`src/rtl/wrr_pkt_arb.sv`:
```
`timescale 1ns/1ps
`default_nettype none
// ============================================================================
// wrr_pkt_arb : weighted round-robin packet arbiter with grant hold and
//               stall timeout.  Rev 1.0
// ============================================================================
module wrr_pkt_arb #(
  parameter int NUM_REQS = 4,
  parameter int WGT_W    = 4,
  parameter int TO_CYC   = 16
) (
  input  logic                          clk,
  input  logic                          rst_n,
  input  logic [NUM_REQS-1:0]           req_i,
  input  logic [NUM_REQS-1:0]           req_last_i,
  input  logic [NUM_REQS*WGT_W-1:0]     weight_i,
  input  logic                          ds_ready_i,
  output logic [NUM_REQS-1:0]           gnt_o,
  output logic [$clog2(NUM_REQS)-1:0]   gnt_id_o,
  output logic                          busy_o,
  output logic                          timeout_o
);

  localparam int ID_W    = $clog2(NUM_REQS);
  localparam int STALL_W = $clog2(TO_CYC);
  localparam logic [STALL_W-1:0] C_STALL_MAX = STALL_W'(TO_CYC - 1);
  localparam logic [ID_W-1:0]    C_LAST_ID   = ID_W'(NUM_REQS - 1);
  localparam logic [ID_W:0]      C_NUM_REQS  = (ID_W+1)'(NUM_REQS);

  typedef enum logic [0:0] {
    IDLE  = 1'b0,
    GRANT = 1'b1
  } state_e;

  state_e                 state_q;
  logic [NUM_REQS-1:0]    gnt_q;
  logic [ID_W-1:0]        gnt_id_q;
  logic [ID_W-1:0]        ptr_q;
  logic [ID_W-1:0]        last_owner_q;
  logic [WGT_W-1:0]       credit_q;
  logic [STALL_W-1:0]     stall_q;
  logic                   busy_q;
  logic                   timeout_q;

  logic [WGT_W-1:0]       w_wgt [NUM_REQS];
  logic [ID_W-1:0]        w_srch_id;
  logic                   w_keep;
  logic [ID_W-1:0]        w_win;
  logic [NUM_REQS-1:0]    w_win_oh;
  logic                   w_reload;
  logic [WGT_W-1:0]       w_load_val;
  logic [ID_W-1:0]        ptr_d;
  logic                   w_xfer;
  logic                   w_pkt_end;

  for (genvar g = 0; g < NUM_REQS; g++) begin : g_wgt
    assign w_wgt[g] = weight_i[g*WGT_W +: WGT_W];
  end

  // Round-robin search: scanning offsets high-to-low leaves the nearest hit
  // at or above ptr_q as the final assignment.
  always_comb begin : p_search
    logic [ID_W:0] sum;
    sum       = '0;
    w_srch_id = ptr_q;
    for (int k = NUM_REQS - 1; k >= 0; k--) begin
      sum = {1'b0, ptr_q} + (ID_W+1)'(k);
      if (sum >= C_NUM_REQS) begin
        sum = sum - C_NUM_REQS;
      end
      if (req_i[sum[ID_W-1:0]]) begin
        w_srch_id = sum[ID_W-1:0];
      end
    end
  end

  assign w_keep     = req_i[last_owner_q] && (credit_q != '0);
  assign w_win      = w_keep ? last_owner_q : w_srch_id;
  assign w_win_oh   = NUM_REQS'(1) << w_win;
  assign w_reload   = (w_win != last_owner_q) || (credit_q == '0);
  assign w_load_val = (w_wgt[w_win] == '0) ? WGT_W'(1) : w_wgt[w_win];
  assign ptr_d      = (w_win == C_LAST_ID) ? '0 : w_win + 1'b1;

  // gnt_q is one-hot in GRANT, so reducing the masked vectors picks the owner.
  assign w_xfer    = (|(gnt_q & req_i)) & ds_ready_i;
  assign w_pkt_end = (|(gnt_q & req_i & req_last_i)) & ds_ready_i;

  always_ff @(posedge clk or negedge rst_n) begin
    if (!rst_n) begin
      state_q      <= IDLE;
      gnt_q        <= '0;
      gnt_id_q     <= '0;
      ptr_q        <= '0;
      last_owner_q <= '0;
      credit_q     <= '0;
      stall_q      <= '0;
      busy_q       <= 1'b0;
      timeout_q    <= 1'b0;
    end else begin
      timeout_q <= 1'b0;
      case (state_q)
        IDLE: begin
          if (|req_i) begin
            state_q      <= GRANT;
            gnt_q        <= w_win_oh;
            gnt_id_q     <= w_win;
            busy_q       <= 1'b1;
            last_owner_q <= w_win;
            ptr_q        <= ptr_d;
            stall_q      <= '0;
            if (w_reload) begin
              credit_q <= w_load_val;
            end
          end
        end
        GRANT: begin
          if (w_pkt_end) begin
            state_q  <= IDLE;
            gnt_q    <= '0;
            gnt_id_q <= '0;
            busy_q   <= 1'b0;
            stall_q  <= '0;
            if (credit_q != '0) begin
              credit_q <= credit_q - 1'b1;
            end
          end else if (w_xfer) begin
            stall_q <= '0;
          end else if (stall_q == C_STALL_MAX) begin
            // Abandoned packet: zero credit so the next decision rotates on.
            state_q   <= IDLE;
            gnt_q     <= '0;
            gnt_id_q  <= '0;
            busy_q    <= 1'b0;
            stall_q   <= '0;
            credit_q  <= '0;
            timeout_q <= 1'b1;
          end else begin
            stall_q <= stall_q + 1'b1;
          end
        end
        default: begin
          state_q <= IDLE;
        end
      endcase
    end
  end

  assign gnt_o     = gnt_q;
  assign gnt_id_o  = gnt_id_q;
  assign busy_o    = busy_q;
  assign timeout_o = timeout_q;

  a_gnt_onehot0 : assert property (@(posedge clk) disable iff (!rst_n)
    $onehot0(gnt_q));
  a_timeout_pulse : assert property (@(posedge clk) disable iff (!rst_n)
    timeout_q |=> !timeout_q);
  a_grant_credit : assert property (@(posedge clk) disable iff (!rst_n)
    (state_q == GRANT) |-> (credit_q != '0));
  a_busy_state : assert property (@(posedge clk) disable iff (!rst_n)
    busy_q == (state_q == GRANT));

endmodule

`default_nettype wire

```
`config.mk`:
```
export PLATFORM = sky130hd
export DESIGN_NAME = wrr_pkt_arb
export DESIGN_NICKNAME = d
export VERILOG_FILES = /design/src/rtl/wrr_pkt_arb.sv
export SDC_FILE = /design/constraint.sdc
export NUM_CORES = 1
export LEC_CHECK = 0
export ABC_CLOCK_PERIOD_IN_PS = 3400
export CORE_ASPECT_RATIO = 1.1
export CORE_MARGIN = 5
export CORE_UTILIZATION = 52
export DETAILED_ROUTE_END_ITERATION = 10
export PLACE_DENSITY = 0.84
export SYNTH_ARGS = -nofsm -noshare
export SYNTH_HDL_FRONTEND = slang
export SYNTH_SLANG_ARGS = --single-unit
```
`constraint.sdc`:
```
create_clock -name clk -period 3.4 [get_ports clk]
set_input_delay 0.68 -clock clk [delete_from_list [all_inputs] [get_ports clk]]
set_output_delay 0.68 -clock clk [all_outputs]
set_load 0.005 [all_outputs]
```
==> flow_metrics.env <==
export IMPL_arrival_ns=3.14
export IMPL_synth_compound_area_share_pct=20.3
export IMPL_placedInstanceArea_sq_um=1770
export IMPL_cp_max_fo=8
export IMPL_drt_total_wl_um=3520
export IMPL_hold_ws_ns=0.497
export IMPL_path_delay_family="compound AO/OA/AOI/OAI gates"
export IMPL_synth_async_reset_ratio_pct=100
export IMPL_power_switching_mw=0.598
export IMPL_min_path_type="flop to flop"
export IMPL_finalCriticalPeriod_ns=2.92
export IMPL_layout_drive_gt1_share_pct=9.19
export IMPL_synthesis_area_sq_um=1410
export IMPL_cts_hold_buffers_added=0
export IMPL_dieArea_sq_um=3850
export IMPL_grtUsageTotal_pct=20.6
export IMPL_switching_share_pct=42.9
export IMPL_drv_slew=0
export IMPL_drt_initial_drc_count=56
export IMPL_final_nets=219
export IMPL_io_pins=35
export IMPL_clk_pin_slew_ns=0.12
export IMPL_antenna_found_initial=0
export IMPL_synth_xor_area_share_pct=0.623
export IMPL_synth_top_cell_area_share_pct=37.4
export IMPL_synth_mux_area_share_pct=15.0
export IMPL_start_kind="input port"
export IMPL_cts_root_buffer="clkbuf_4"
export IMPL_post_synth_main_area_contributors="dfrtp_1 37%, mux2i_1 9.3%, ha_1 5.3%, nand2_1 3.7%, o21ai_0 3.2%"
export IMPL_synth_simple_gate_area_share_pct=17.1
export IMPL_synthFlopType="dfrtp_1"
export IMPL_io_buffer_count=34
export IMPL_clock_fmax_mhz=342
export IMPL_post_cts_resized=0
export IMPL_detail_route_wl_per_cell_um=16.3
export IMPL_cts_made_buffers=3
export IMPL_maxCapViolations=0
export IMPL_setup_viol=0
export IMPL_layout_common_cells="34 x clkdlybuf4s50_1, 21 x dfrtp_1, 14 x nand2_1, 13 x mux2i_1"
export IMPL_power_density_nw_per_um2=773
export IMPL_grt_pass1_vias=1393
export IMPL_p_int_mw=0.795
export IMPL_cts_tree="yes"
export IMPL_synth_nets=181
export IMPL_vias=1292
export IMPL_ir_worst_vdd_mv=0.518
export IMPL_grt_max_degree=22
export IMPL_status="finished, final reports clean"
export IMPL_synth_avg_cell_area_sq_um=9.50
export IMPL_clk_latency_ns=0.32
export IMPL_cp_data_required_time_ns=3.62
export IMPL_syn_inst=148
export IMPL_synth_edf_count=0
export IMPL_worst_pin_slew_ns=0.936
export IMPL_relSlewSlack_pct=37.4
export IMPL_fp_dieH_um=64.5
export IMPL_core_area_sq_um=2540
export IMPL_critPathKind="input port to flop"
export IMPL_hpwl_um=2730
export IMPL_clock_path_buffers=2
export IMPL_p_leak_nw=0.821
export IMPL_cp_cell_sequence="clkdlybuf4s50_1 > o22ai_1 > a222oi_1 > or3b_1 > nand4_1 > o21ai_2 > nor3_1 > a211o_1"
export IMPL_setup_tns_ns=0
export IMPL_grt_pass1_wl_um=6150
export IMPL_hold_viol_final=0
export IMPL_gp_congestion=0.814
export IMPL_power_share_clock_pct=9.1
export IMPL_critPathSlowestCell="clkdlybuf4s50_1"
export IMPL_netlist_cell_type_count=43
export IMPL_design_area_sq_um=1800
export IMPL_rsz0062_at_grt="false"
export IMPL_post_route_util_pct=70.8
export IMPL_placementRows=19
export IMPL_synthAdderAreaFrac_pct=5.34
export IMPL_yosys_area_top_type="dfrtp_1"
export IMPL_first_pass_iters=4
export IMPL_crit_buf_inv=1
export IMPL_cp_end_kind="flop"
export IMPL_synth_seq_area_share_pct=37.4
export IMPL_grt_overflow_total=0
export IMPL_n_antenna_cell=0
export IMPL_clock_sinks=21
export IMPL_ant_nets=0
export IMPL_start_util_pct=55.3
export IMPL_critPathMaxStageDelay_ns=0.64
export IMPL_yosys_warnings=0
export IMPL_routed_via_density=5.98
export IMPL_synth_top_family_by_area="compound AO/OA/AOI/OAI gates"
export IMPL_fin_crit_sh_pct=85.9
export IMPL_finClkSkew_ns=0.00757
export IMPL_mostFrequentLayoutCell="clkdlybuf4s50_1"
export IMPL_cts_setup_buffers=0
export IMPL_drc=0
export IMPL_areaGrowthSynthToFinish_pct=28.1
export IMPL_p_seq_share_pct=32.2
export IMPL_h_tree_depth=1
export IMPL_ys_ff_latch=21
export IMPL_pwr_share_comb_pct=58.8
export IMPL_die_width_um=59.6
==> path summary, 6_finish.rpt <==
kind,cells after the start,endpoint,slack (ns),start
setup reg to reg,11,credit_q[3],0.94,credit_q[0]
min in group asynchronous,1,credit_q[3],0.86,rst_n
setup / recovery,8,credit_q[3],0.48,req_i[3]
hold reg to reg,1,stall_q[3],0.50,stall_q[3]
max in group asynchronous,1,stall_q[2],1.96,rst_n
hold / removal,1,stall_q[3],0.50,stall_q[3]
==> flip-flops by register name, summed over array words and instances (netlist names) <==
| signal | count |
|---|---|
| timeout_o | 1 |
| last_owner_q | 2 |
| stall_q | 4 |
| state_q | 1 |
| ptr_q | 2 |
| gnt_id_o | 2 |
| busy_o | 1 |
| gnt_o | 4 |
| credit_q | 4 |
==> Yosys cell counts, types with 2 or more instances <==
master / n
nor3_1: 5
o21ai_2: 2
o31ai_1: 2
dfrtp_1: 21
a22o_1: 5
nor2b_1: 2
buf_6: 2
inv_1: 9
ha_1: 6
nand2b_1: 2
o21ai_0: 9
and3_1: 5
o22a_1: 2
a22oi_1: 2
nor2_1: 9
o21ai_1: 2
a21oi_1: 4
nand2_1: 14
mux2i_1: 13
mux2_2: 4
nand3_1: 2
o22ai_1: 3
a31oi_1: 3
==> cells by family (layout without fill, tap and decap cells) <==
logic type,after synthesis,after routing
adder cells (fa/ha/maj),6,6
AND/OR/NAND/NOR,48,48
AO/OA/AOI/OAI,41,41
XOR/XNOR,1,1
multiplexers,19,19
buffers and inverters,12,49
flip-flops,21,21
==> final cells by class <==
class	instances	area (sq um)
tap	31	38.8
inverter	9	33.8
clock inverter	1	5.00
clock buffer	3	22.5
fill	209	742
multi-input combinational	115	821
sequential	21	526
timing repair buffer	36	355
==> metrics by stage <==
step	worst slack, ns	instances	total power [mW]
5_1_grt	0.313	216	1.52
2_1_floorplan	0.992	148	1.04
3_5_place_dp	0.160	212	1.27
4_1_cts	0.495	216	1.39
3_3_place_gp	0.316	212	1.23
6_report	0.479	216	1.39
==> worst reg2reg max path, cell delays in order, from the launching register on <==
cell	delay [ns]
dfrtp_1	0.44
inv_1	0.08
ha_1	0.16
nand2b_1	0.09
or2_2	0.31
nand2_2	0.08
mux2i_2	0.20
buf_4	0.26
mux2i_1	0.21
mux2_2	0.19
nor3_1	0.05
a211o_1	0.28
==> power by group through the flow <==
| stage | Sequential (mW) | Clock, mW | Combinational [mW] |
|---|---|---|---|
| floorplan | 0.412 | 0 | 0.625 |
| global placement | 0.442 | 0 | 0.783 |
| detailed placement | 0.449 | 0 | 0.818 |
| CTS | 0.444 | 0.129 | 0.822 |
| global route | 0.463 | 0.140 | 0.915 |
| finish | 0.448 | 0.126 | 0.818 |
==> per-layer routing <==
metal,global-route usage [%],wire [um],part of all wire (%),up-vias
met5,0,0,0,-
met4,9.42,75,2.1,0
met3,2.18,145,4.1,7
met2,34.8,1770,50,43
met1,25.9,1530,43,619
li1,-,-,-,623
Power figures use the tool's default switching activity.
==> edit (same flow settings) <==
Change the parameter `WGT_W` from 4 to 6.
--- a/src/rtl/wrr_pkt_arb.sv
+++ b/src/rtl/wrr_pkt_arb.sv
@@ -6,7 +6,7 @@
 // ============================================================================
 module wrr_pkt_arb #(
   parameter int NUM_REQS = 4,
-  parameter int WGT_W    = 4,
+  parameter int WGT_W    = 6,
   parameter int TO_CYC   = 16
 ) (
   input  logic                          clk,
Ports: changed (resized weight_i); port bits go from 35 to 43. No check against the original RTL was run, so the function may have changed too.
==> edit against the original RTL <==
Power is 31% higher. Final cell count up 19%. Sequential share of layout area down 2.4 points. Worst setup slack got worse by 0.014 ns. Count of clock-buffer cells in the layout up 1. Sequential cell count is 2 higher. Area after synthesis increased by 20%. Final area increased by 19%. Wire length up 15%. Critical endpoint is now credit_q[4]. Largest power group unchanged.
==> edit: results (changes against the original RTL) <==
[detailed_routing]
met1_length_um=1730  ; +14%
drt-wirelength-per-cell_um=15.7  ; -3.3%
drt_iter0_markers=85  ; +52%
drt-total-wl_um=4030  ; +15%
wl_met3_um=237  ; +63%
drt-vias-per-instance=6.13  ; +2.5%

[global_route]
grtUsageTotal=0.179  ; -0.0267
grt_pass1_wl_um=6680  ; +8.5%
grt_pass1_vias=1523  ; +9.3%
grt_max_degree=24  ; +9.1%

[power_and_ir_drop]
cellLeakagePower_uw=0.000931  ; +13%
p_sw_frac=0.445  ; +0.0160
ir_worst_vdd_mv=0.646  ; +25%

[layout]
drive_above_1_share=0.108  ; +0.0162
fillerInstances=236  ; +13%
nNetsFinal=264  ; +21%

[cts]
clock_latency_ns=0.30  ; -0.02 ns

[placement]
placed_area_um2=2120  ; +20%
portBuffers=42  ; +24%
gp_congestion=0.906  ; +11%
dp_hpwl_um=3210  ; +17%

[synth]
yosysUniqueCellTypes=46  ; +7.0%
synth.net_count=221  ; +22%
netlist_top_cells_count=dfrtp_1, o21ai_0, nand2_1
synth_area_leaders=dfrtp_1, a22o_1, mux2i_1, o21ai_0, ha_1
ys_seq_area_frac=0.341  ; -0.0329
synthCells=180  ; +22%

[timing]
slew_headroom=0.316  ; -0.0581
finClkSkew_ns=0.00336  ; -0.00421 ns

[outcome]
status=finished, final reports clean

edit: cell types whose count changed after synthesis, moves of 3 or more:
| cell | unedited run | this run |
|---|---|---|
| o21ai_0 | 9 | 18 |
| a22o_1 | 5 | 13 |
| nand3_1 | 2 | 7 |
| nor2b_1 | 2 | 7 |
| o211ai_2 | 0 | 5 |
| and3_1 | 5 | 1 |
| mux2_2 | 4 | 0 |
| a31oi_1 | 3 | 0 |
| buf_2 | 0 | 3 |
| mux2i_1 | 13 | 10 |
| nand2_1 | 14 | 17 |
| o211ai_1 | 1 | 4 |
edit: cells by family (layout without fill, tap and decap cells):
| family | Yosys count | after routing | share of synthesized area |
|---|---|---|---|
| buf+inv | 18 | 60 | 0.0659 |
| mux | 12 | 12 | 0.0770 |
| fa+ha+maj | 6 | 6 | 0.0444 |
| flops | 23 | 23 | 0.341 |
| simple gates | 60 | 60 | 0.193 |
| compound gates | 61 | 61 | 0.279 |
edit: worst paths after layout:
check,startpoint,endpoint,slack (ns),depth (start not counted)
min,busy_o,busy_o,0.49,2
max in group asynchronous,rst_n,ptr_q[1],1.87,1
max reg2reg,credit_q[0],credit_q[4],0.82,11
min in group asynchronous,rst_n,stall_q[3],0.92,1
min reg2reg,busy_o,busy_o,0.49,2
max,req_i[3],credit_q[4],0.47,10
edit: critical path: stages:
cell,delay [ns]
clkdlybuf4s50_1,0.65
nor2b_1,0.10
a2111oi_0,0.37
nand2b_1,0.21
o32a_2,0.32
clkinv_4,0.15
a21oi_1,0.14
a22o_1,0.18
o32ai_1,0.09
a22o_1,0.24
edit: layout make-up:
cell class	count	area, µm²	area share
Multi-Input combinational cell	139	1000	0.467
Timing Repair Buffer	45	455	0.212
Tap cell	34	42.5	0.0198
Inverter	11	46.3	0.0215
Sequential cell	23	576	0.268
Clock buffer	4	26.3	0.0122
edit: power groups by stage:
| stage | Clock, µW | Sequential (µW) | Combinational, µW |
|---|---|---|---|
| 6_report | 124 | 485 | 1220 |
| 5_1_grt | 138 | 503 | 1320 |
| 4_1_cts | 129 | 483 | 1210 |
| 3_5_place_dp | 0 | 488 | 1210 |
| 3_3_place_gp | 0 | 480 | 1170 |
| 2_1_floorplan | 0 | 447 | 989 |
edit: through the flow:
step | setup WS, ns | utilization
floorplan | 0.997 | -
global placement | 0.247 | 0.684
detailed placement | 0.167 | 0.684
CTS | 0.508 | 0.693
global route | 0.323 | 0.693
finish | 0.465 | 0.693
edit: metal layers:
metal / up-vias / global-route usage
met1: 754 / 0.227
met2: 59 / 0.318
li1: 752 / -
met5: - / 0
met3: 4 / 0.0211
met4: 0 / 0.0446
